--- config.mk ---
export PLATFORM = sky130hd
export DESIGN_NAME = sr_ff_cmd_driver
export DESIGN_NICKNAME = d
export VERILOG_FILES = /design/src/rtl/sr_ff_cmd_driver.sv
export SDC_FILE = /design/constraint.sdc
export NUM_CORES = 1
export LEC_CHECK = 0
export CORE_MARGIN = 1.5
export CORE_UTILIZATION = 53
export CTS_BUF_LIST = sky130_fd_sc_hd__clkbuf_8
export CTS_CLUSTER_SIZE = 10
export DETAILED_ROUTE_END_ITERATION = 8
export PLACE_DENSITY = 0.8
export SETUP_SLACK_MARGIN = 0.15
export SLEW_MARGIN = 20
export SYNTH_ARGS = -nofsm -noshare
export SYNTH_HDL_FRONTEND = slang
export SYNTH_SLANG_ARGS = --single-unit
--- constraint.sdc ---
create_clock -name clk -period 2.2 [get_ports clk]
set_input_delay 0.44 -clock clk [delete_from_list [all_inputs] [get_ports clk]]
set_output_delay 0.44 -clock clk [all_outputs]
set_load 0.02 [all_outputs]
--- src/rtl/sr_ff_cmd_driver.sv ---
// Command-to-pulse driver for an SR flip-flop: turns set/clear requests into
// a single legal S or R pulse, then confirms the result on q/qbar feedback.
module sr_ff_cmd_driver #(
    parameter int PULSE_W = 1,
    parameter int GAP     = 1,
    parameter int TIMEOUT = 4
) (
    input  logic clk,
    input  logic rst,
    input  logic cmd_valid,
    input  logic cmd_set,
    output logic cmd_ready,
    input  logic q_fb,
    input  logic qbar_fb,
    output logic s,
    output logic r,
    output logic busy,
    output logic done,
    output logic err
);

    localparam int M1   = (PULSE_W > GAP) ? PULSE_W : GAP;
    localparam int MAXV = (M1 > TIMEOUT) ? M1 : TIMEOUT;
    localparam int CW   = $clog2(MAXV + 1);

    localparam logic [CW-1:0] ONE      = CW'(1);
    localparam logic [CW-1:0] PW_LAST  = CW'(PULSE_W - 1);
    localparam logic [CW-1:0] TO_LAST  = CW'(TIMEOUT - 1);
    localparam logic [CW-1:0] GAP_LAST = CW'(GAP - 1);

    typedef enum logic [1:0] {
        ST_IDLE,
        ST_PULSE,
        ST_CONFIRM,
        ST_GAP
    } state_t;

    state_t        state_q, state_d;
    logic [CW-1:0] cnt_q, cnt_d;
    logic          tgt_q, tgt_d;
    logic          s_q, s_d;
    logic          r_q, r_d;
    logic          done_q, done_d;
    logic          err_q, err_d;
    logic          match;
    state_t        post_st;

    // Equal q/qbar (illegal or unknown) can never satisfy both terms.
    assign match   = (q_fb == tgt_q) && (qbar_fb == ~tgt_q);
    assign post_st = (GAP == 0) ? ST_IDLE : ST_GAP;

    always_ff @(posedge clk) begin
        if (!rst) begin
            state_q <= ST_IDLE;
            cnt_q   <= '0;
            tgt_q   <= 1'b0;
            s_q     <= 1'b0;
            r_q     <= 1'b0;
            done_q  <= 1'b0;
            err_q   <= 1'b0;
        end else begin
            state_q <= state_d;
            cnt_q   <= cnt_d;
            tgt_q   <= tgt_d;
            s_q     <= s_d;
            r_q     <= r_d;
            done_q  <= done_d;
            err_q   <= err_d;
        end
    end

    always_comb begin
        state_d = state_q;
        cnt_d   = cnt_q;
        tgt_d   = tgt_q;
        s_d     = s_q;
        r_d     = r_q;
        done_d  = 1'b0;
        err_d   = 1'b0;
        unique case (state_q)
            ST_IDLE: begin
                if (cmd_valid) begin
                    tgt_d   = cmd_set;
                    cnt_d   = PW_LAST;
                    s_d     = cmd_set;
                    r_d     = ~cmd_set;
                    state_d = ST_PULSE;
                end
            end
            ST_PULSE: begin
                if (cnt_q == '0) begin
                    s_d     = 1'b0;
                    r_d     = 1'b0;
                    cnt_d   = '0;
                    state_d = ST_CONFIRM;
                end else begin
                    cnt_d = cnt_q - ONE;
                end
            end
            ST_CONFIRM: begin
                if (match) begin
                    done_d  = 1'b1;
                    cnt_d   = '0;
                    state_d = post_st;
                end else if (cnt_q == TO_LAST) begin
                    err_d   = 1'b1;
                    cnt_d   = '0;
                    state_d = post_st;
                end else begin
                    cnt_d = cnt_q + ONE;
                end
            end
            ST_GAP: begin
                if (cnt_q == GAP_LAST) begin
                    cnt_d   = '0;
                    state_d = ST_IDLE;
                end else begin
                    cnt_d = cnt_q + ONE;
                end
            end
            default: begin
                state_d = ST_IDLE;
            end
        endcase
    end

    assign cmd_ready = (state_q == ST_IDLE);
    assign busy      = ~cmd_ready;
    assign s         = s_q;
    assign r         = r_q;
    assign done      = done_q;
    assign err       = err_q;

endmodule

==> results of run 1 <==
worst max-delay path, delay by kind of cell (launching register included):
kind,cells,cell delay (ps)
fa+ha+maj,1,270
flops,1,390
buf+inv,3,490
flip-flops by register name, indices dropped and copies added, names as in the netlist:
signal	cells
state_q	2
done	1
cnt_q	3
s	1
err	1
r	1
tgt_q	1
metrics by stage:
| step | instances | instance area (sq um) |
|---|---|---|
| 6_report | 104 | 854.6 |
| 3_5_place_dp | 101 | 812.0 |
| 2_1_floorplan | 78 | 699.4 |
| 5_1_grt | 104 | 854.6 |
| 4_1_cts | 104 | 852.1 |
| 3_3_place_gp | 101 | 812.0 |
cells by family after synthesis:
| kind of cell | synth area share |
|---|---|
| adders and majority gates | 0.1789 |
| buffers and inverters | 0.05366 |
| and+or+nand+nor | 0.3148 |
| muxes | 0.02862 |
| AOI/OAI and AO/OA | 0.1377 |
| DFF | 0.2862 |
power breakdown:
part           internal [uW]  leakage (uW)  switching [uW]
registers                217     0.0000815            30.9
clock network            120     0.0000216            68.8
logic                    219      0.000255             272
layout make-up:
cell class | count | area (sq um) | area share
Multi-Input combinational cell | 60 | 461.7 | 0.5403
Tap cell | 14 | 17.52 | 0.02050
Clock buffer | 3 | 41.29 | 0.04832
Sequential cell | 10 | 200.2 | 0.2343
Timing Repair Buffer | 11 | 111.4 | 0.1303
Inverter | 6 | 22.52 | 0.02635
cells in the mapped netlist (2+ instances only):
master | n | share of area
nand2_1 | 11 | 0.059
dfxtp_1 | 10 | 0.29
ha_1 | 10 | 0.18
inv_1 | 6 | 0.032
nor2_1 | 6 | 0.032
nor2b_1 | 4 | 0.036
a21oi_1 | 3 | 0.021
o21ai_0 | 3 | 0.021
a21boi_0 | 2 | 0.021
mux2i_1 | 2 | 0.029
or3_1 | 2 | 0.018
cells in the final DEF (no fill, tap or decap), types with 3 or more instances in the layout:
| cell type | n |
|---|---|
| a21oi_1 | 3 |
| nor2b_1 | 4 |
| clkbuf_8 | 3 |
| dfxtp_1 | 10 |
| inv_1 | 6 |
| ha_1 | 10 |
| nor2_1 | 6 |
| o21ai_0 | 3 |
| nand2_1 | 11 |
| clkdlybuf4s50_1 | 9 |
path summary, 6_finish.rpt:
check                             to  depth (start not counted)  slack, ps        from
worst max-delay path            busy                          4        370  state_q[0]
worst min-delay path               r                          2        450           r
worst max register to register     r                          6        490  state_q[0]
worst min register to register     r                          2        450           r
what timing repair did:
| item | CTS | global route |
|---|---|---|
| cloned | 0 | 0 |
| resized for setup | 1 | 1 |
| setup endpoints to repair | 1 | 1 |
routing by layer:
layer	up-vias	routed length, um	global-route usage
li1	294	-	-
met1	269	690	0.2500
met2	7	668	0.4167
met3	4	37	0.05114
met4	0	27	0.07759
met5	-	0	0
==> run metrics, run 1 <==
DRC 0; P_leak 0.0003577 uW; Rows 12; Worst Setup End Kind output port; num ports 12; Slew HR 0.7592; vias in the first global route 554; asr flop ratio synth 0; vias per inst 5.519; unrepaired setup endpoints after global routing no; PwrDens 1085 nW/um^2; worst skew pair latency 230 ps; TritonCTS Sinks 10; synth unique cells 30; # diodes 0; Yosys reg bits 10; actual slew at the worst max-slew pin 359.6 ps; Num CTS Buffers 3; largest net degree at the start of global routing 11; crit-path cells inv_1, ha_1, inv_1, dlygate4sd2_1; Slew Limit Fails 0; Final Hold Slack 447.9 ps; Synth warnings 0; Worst Skew 1.553 ps; Pwr Total 927.2 uW; global-route wire length before repair 2.311 mm; RD Place Congestion 0.7692; final antenna-violating net count 0; CP dominant cell by count inv_1; Clock Path Buffers 2; Place WS 230.4 ps; chip width 39.33 um; EDFF count, synth 0; Synth Cell Area 699.4 sq um; Core ar. 1171 sq um; Starting Density 0.5972; DPL Wire Length 1.018 mm; final hold vios 0; drt first-iter violations 6; crit start category register; sequential share of the synthesized area 0.2862; Worst EP required 1760 ps; vias post-DR 574; Total Routing Usage GR 0.2262; Port-buffer cells 11; number of max-cap violations 0; Post-Synthesis Cells 78; syn nets 94; worst vdd ir 0.8869 mV; Hold Buf Count CTS 0; Layout Area Growth over Synthesis 22.18%; grt ovf 0; antenna violations before repair 0; share of layout cells above drive strength 1 0.1000; minimum clock period 1831 ps; most frequently used flop master after synthesis dfxtp_1; fill cell count 91; worst path arrival time 1390 ps; final setup margin 368.8 ps; Nets 108; CTS tree done; Detailed Routing Iterations Pass 1 3; outcome finished clean; Final setup viols 0; crit path max fanout 6; DRT Wirelength 1.423 mm; fin crit share 0.8324; Critical Path Max Stage Delay 390 ps; Die H 39.33 um; Hold WC Path Type reg -> reg; fmax 0.5461 GHz; Core Util, Final 0.7297; CTS root buf clkbuf_8; die footprint 1546 sq um; Fin Setup TNS 0 ps; drt wl/cell 13.68 um; Syn Area/Cell 8.967 sq um; CP Class reg -> out; Critical-path top delay cell dfxtp_1; H-tree Lvls 1; Reg clk slew, reported paths 50 ps; Setup Buffers After CTS 0
No activity file was read; power rests on OpenSTA's default activity.
==> inputs of run 2 (changes only) <==
clock period = 1.72 ns   (was 2.2 ns; I/O delays follow)
==> run 2 against run 1 <==
Clock power increased by 60%. Largest power group unchanged. Worst hold slack improved by 5.1 ps. Cell count increased by 9.6%. Sequential share of layout area decreased by 2.8 points. Critical path type unchanged.
==> run metrics, run 2 (synthesized netlist as in run 1, its figures left out) <==
outcome finished clean; Total Routing Usage GR 0.2762 (+0.05000); CP Class reg -> out; largest net degree at the start of global routing 10 (-1); Reg area 203.9 sq um (+1.9%); drt wl/cell 15.12 um (+11%); multi-input logic area 519.2 sq um (+12%); Detailed Routing Iterations Pass 1 4 (+1); worst vdd ir 0.9640 mV (+8.7%); Rows 12 (unchanged); TritonCTS Sinks 10 (unchanged); Worst Setup End Kind output port; switching power 557.3 uW (+50%); Starting Density 0.5972 (unchanged); unrepaired setup endpoints after global routing yes; DPL Wire Length 1.181 mm (+16%); fin crit share 0.9098; Seq pwr share 0.235 (-0.033); Pint 885.5 uW (+59%); P_leak 0.0004211 uW (+18%); crit start category register; Worst Hold Launch r; CP bufs+invs 2 (-1); R2R cell count 6 (unchanged); CTS root buf clkbuf_8; Critical-path top delay cell dfxtp_2; hold endpoint r; number of max-cap violations 0 (unchanged); fill cell count 82 (-9.9%); crit-path cells inv_2, ha_4, dlygate4sd2_1; crit path max fanout 6 (unchanged); combinational group share of total power 0.557 (+0.028); vias post-DR 640 (+11%); Num CTS Buffers 3 (unchanged); actual slew at the worst max-slew pin 327.3 ps (-32.31 ps); chip width 39.33 um (unchanged); most frequent cells in the layout 11 x nand2_1, 9 x buf_4, 7 x ha_1, 7 x dfxtp_1, 7 x clkdlybuf4s50_1; share of layout cells above drive strength 1 0.3200 (+0.2200); Nets 117 (+8.3%); final setup margin 155.2 ps (-213.6 ps); Fin Setup TNS 0 ps (unchanged); Hold WC Path Type reg -> reg; reg2reg start state_q[0]; PwrDens 1462 nW/um^2 (+35%); CTS tree done; Clock Path Buffers 2 (unchanged); max reg flops 3 (unchanged); cell count of the worst hold path 2 (unchanged); DRT Wirelength 1.724 mm (+21%); drt first-iter violations 15 (+9); Final Hold Slack 453.0 ps (+5.102 ps); RD Place Congestion 0.8032 (+4.4%); largest registers cnt_q: 3 flops, state_q: 2 flops; Core ar. 1171 sq um (unchanged); cell family with most CP delay flip-flops; Biggest register cnt_q; Die H 39.33 um (unchanged); commonest non-fill, non-tap cell in the layout nand2_1; Reg clk slew, reported paths 50 ps (about the same); Reg2Reg Capture Point r; final antenna-violating net count 0 (unchanged); # diodes 0 (unchanged); Worst Skew 7.471 ps (+5.918 ps); power share of the clock group 0.209 (+0.006); fmax 0.6390 GHz; Place WS -175.6 ps (-406.0 ps); Pwr Total 1443 uW (+56%); minimum clock period 1565 ps; Final setup viols 0 (unchanged); Layout Area Growth over Synthesis 41.14%; Critical Path Max Stage Delay 400 ps (about the same); die footprint 1546 sq um (unchanged); Slew Limit Fails 0 (unchanged); grt ovf 0 (unchanged); Sw Ratio 0.3863 (-0.01408); antenna violations before repair 0 (unchanged); Worst EP required 1380 ps (-380 ps); worst path arrival time 1220 ps (-170 ps); global-route wire length before repair 2.697 mm (+17%); DRC 0 (unchanged); final hold vios 0 (unchanged); worst skew pair latency 240 ps (about the same); Port-buffer cells 11 (unchanged); num ports 12 (unchanged); Slew HR 0.7815 (+0.02229); vias per inst 5.614 (+1.7%); H-tree Lvls 1 (unchanged); vias in the first global route 647 (+17%); R2R setup slack 160 ps (-330 ps)
==> run 2: cell count changes in the layout (fill, tap and decap cells not counted), moves of 2 or more <==
cell | previous run | this run
inv_2 | 0 | 2
clkdlybuf4s50_1 | 9 | 7
nor2b_1 | 4 | 2
buf_4 | 0 | 9
dlygate4sd2_1 | 1 | 3
inv_1 | 6 | 4
dfxtp_2 | 0 | 3
ha_1 | 10 | 7
ha_4 | 0 | 3
dfxtp_1 | 10 | 7
==> run 2: layout make-up <==
type                            instances  area share
Clock buffer                            4     0.05577
Inverter                                6     0.02281
Multi-Input combinational cell         60      0.5260
Sequential cell                        10      0.2066
Tap cell                               14     0.01774
Timing Repair Buffer                   20      0.1711
==> run 2: repair_timing <==
| item | 4_1_cts | 5_1_grt |
|---|---|---|
| endpoints found under the setup margin | 8 | 8 |
| gates resized for setup | 11 | 8 |
| pin swaps | 3 | 2 |
| hold buffers | 0 | 0 |
| buffers inserted | 1 | 0 |
==> run 2: per-layer routing <==
layer  global-route usage  wire length (um)
met5                    0                 0
met4               0.1034                36
met3               0.1023                91
met2               0.5500               893
met1               0.2431               703
==> run 2: how the worst max path moves through the flow <==
stage,cells after the start,start,end,slack (ps)
after CTS,4,state_q[0],busy,140
final,3,state_q[0],cmd_ready,160
after detailed placement,6,qbar_fb,cnt_q[0],-180
after floorplan,7,state_q[0],r,170
after global routing,7,cnt_q[1],cnt_q[2],70
after global placement,5,qbar_fb,state_q[0],-110
==> run 2: stage by stage <==
step / std cells / area (sq um) / utilization
floorplan: 78 / 714.4 / -
global placement: 109 / 887.1 / 0.7575
detailed placement: 109 / 887.1 / 0.7575
CTS: 114 / 960.9 / 0.8205
global route: 114 / 987.2 / 0.8429
finish: 114 / 987.2 / 0.8429
==> run 2: worst reg2reg max path: stages, from the launching register on <==
cell,delay (ps)
dfxtp_2,400
inv_2,80
ha_4,180
nor2b_4,140
a211o_1,240
or3_1,310
a21boi_1,140
==> run 2: power groups by stage <==
stage | sequential (uW) | clock [uW] | combinational (uW)
floorplan | 337 | 0 | 491
global route | 345 | 317 | 879
finish | 338 | 301 | 803
CTS | 331 | 305 | 757
global placement | 327 | 0 | 745
detailed placement | 331 | 0 | 761
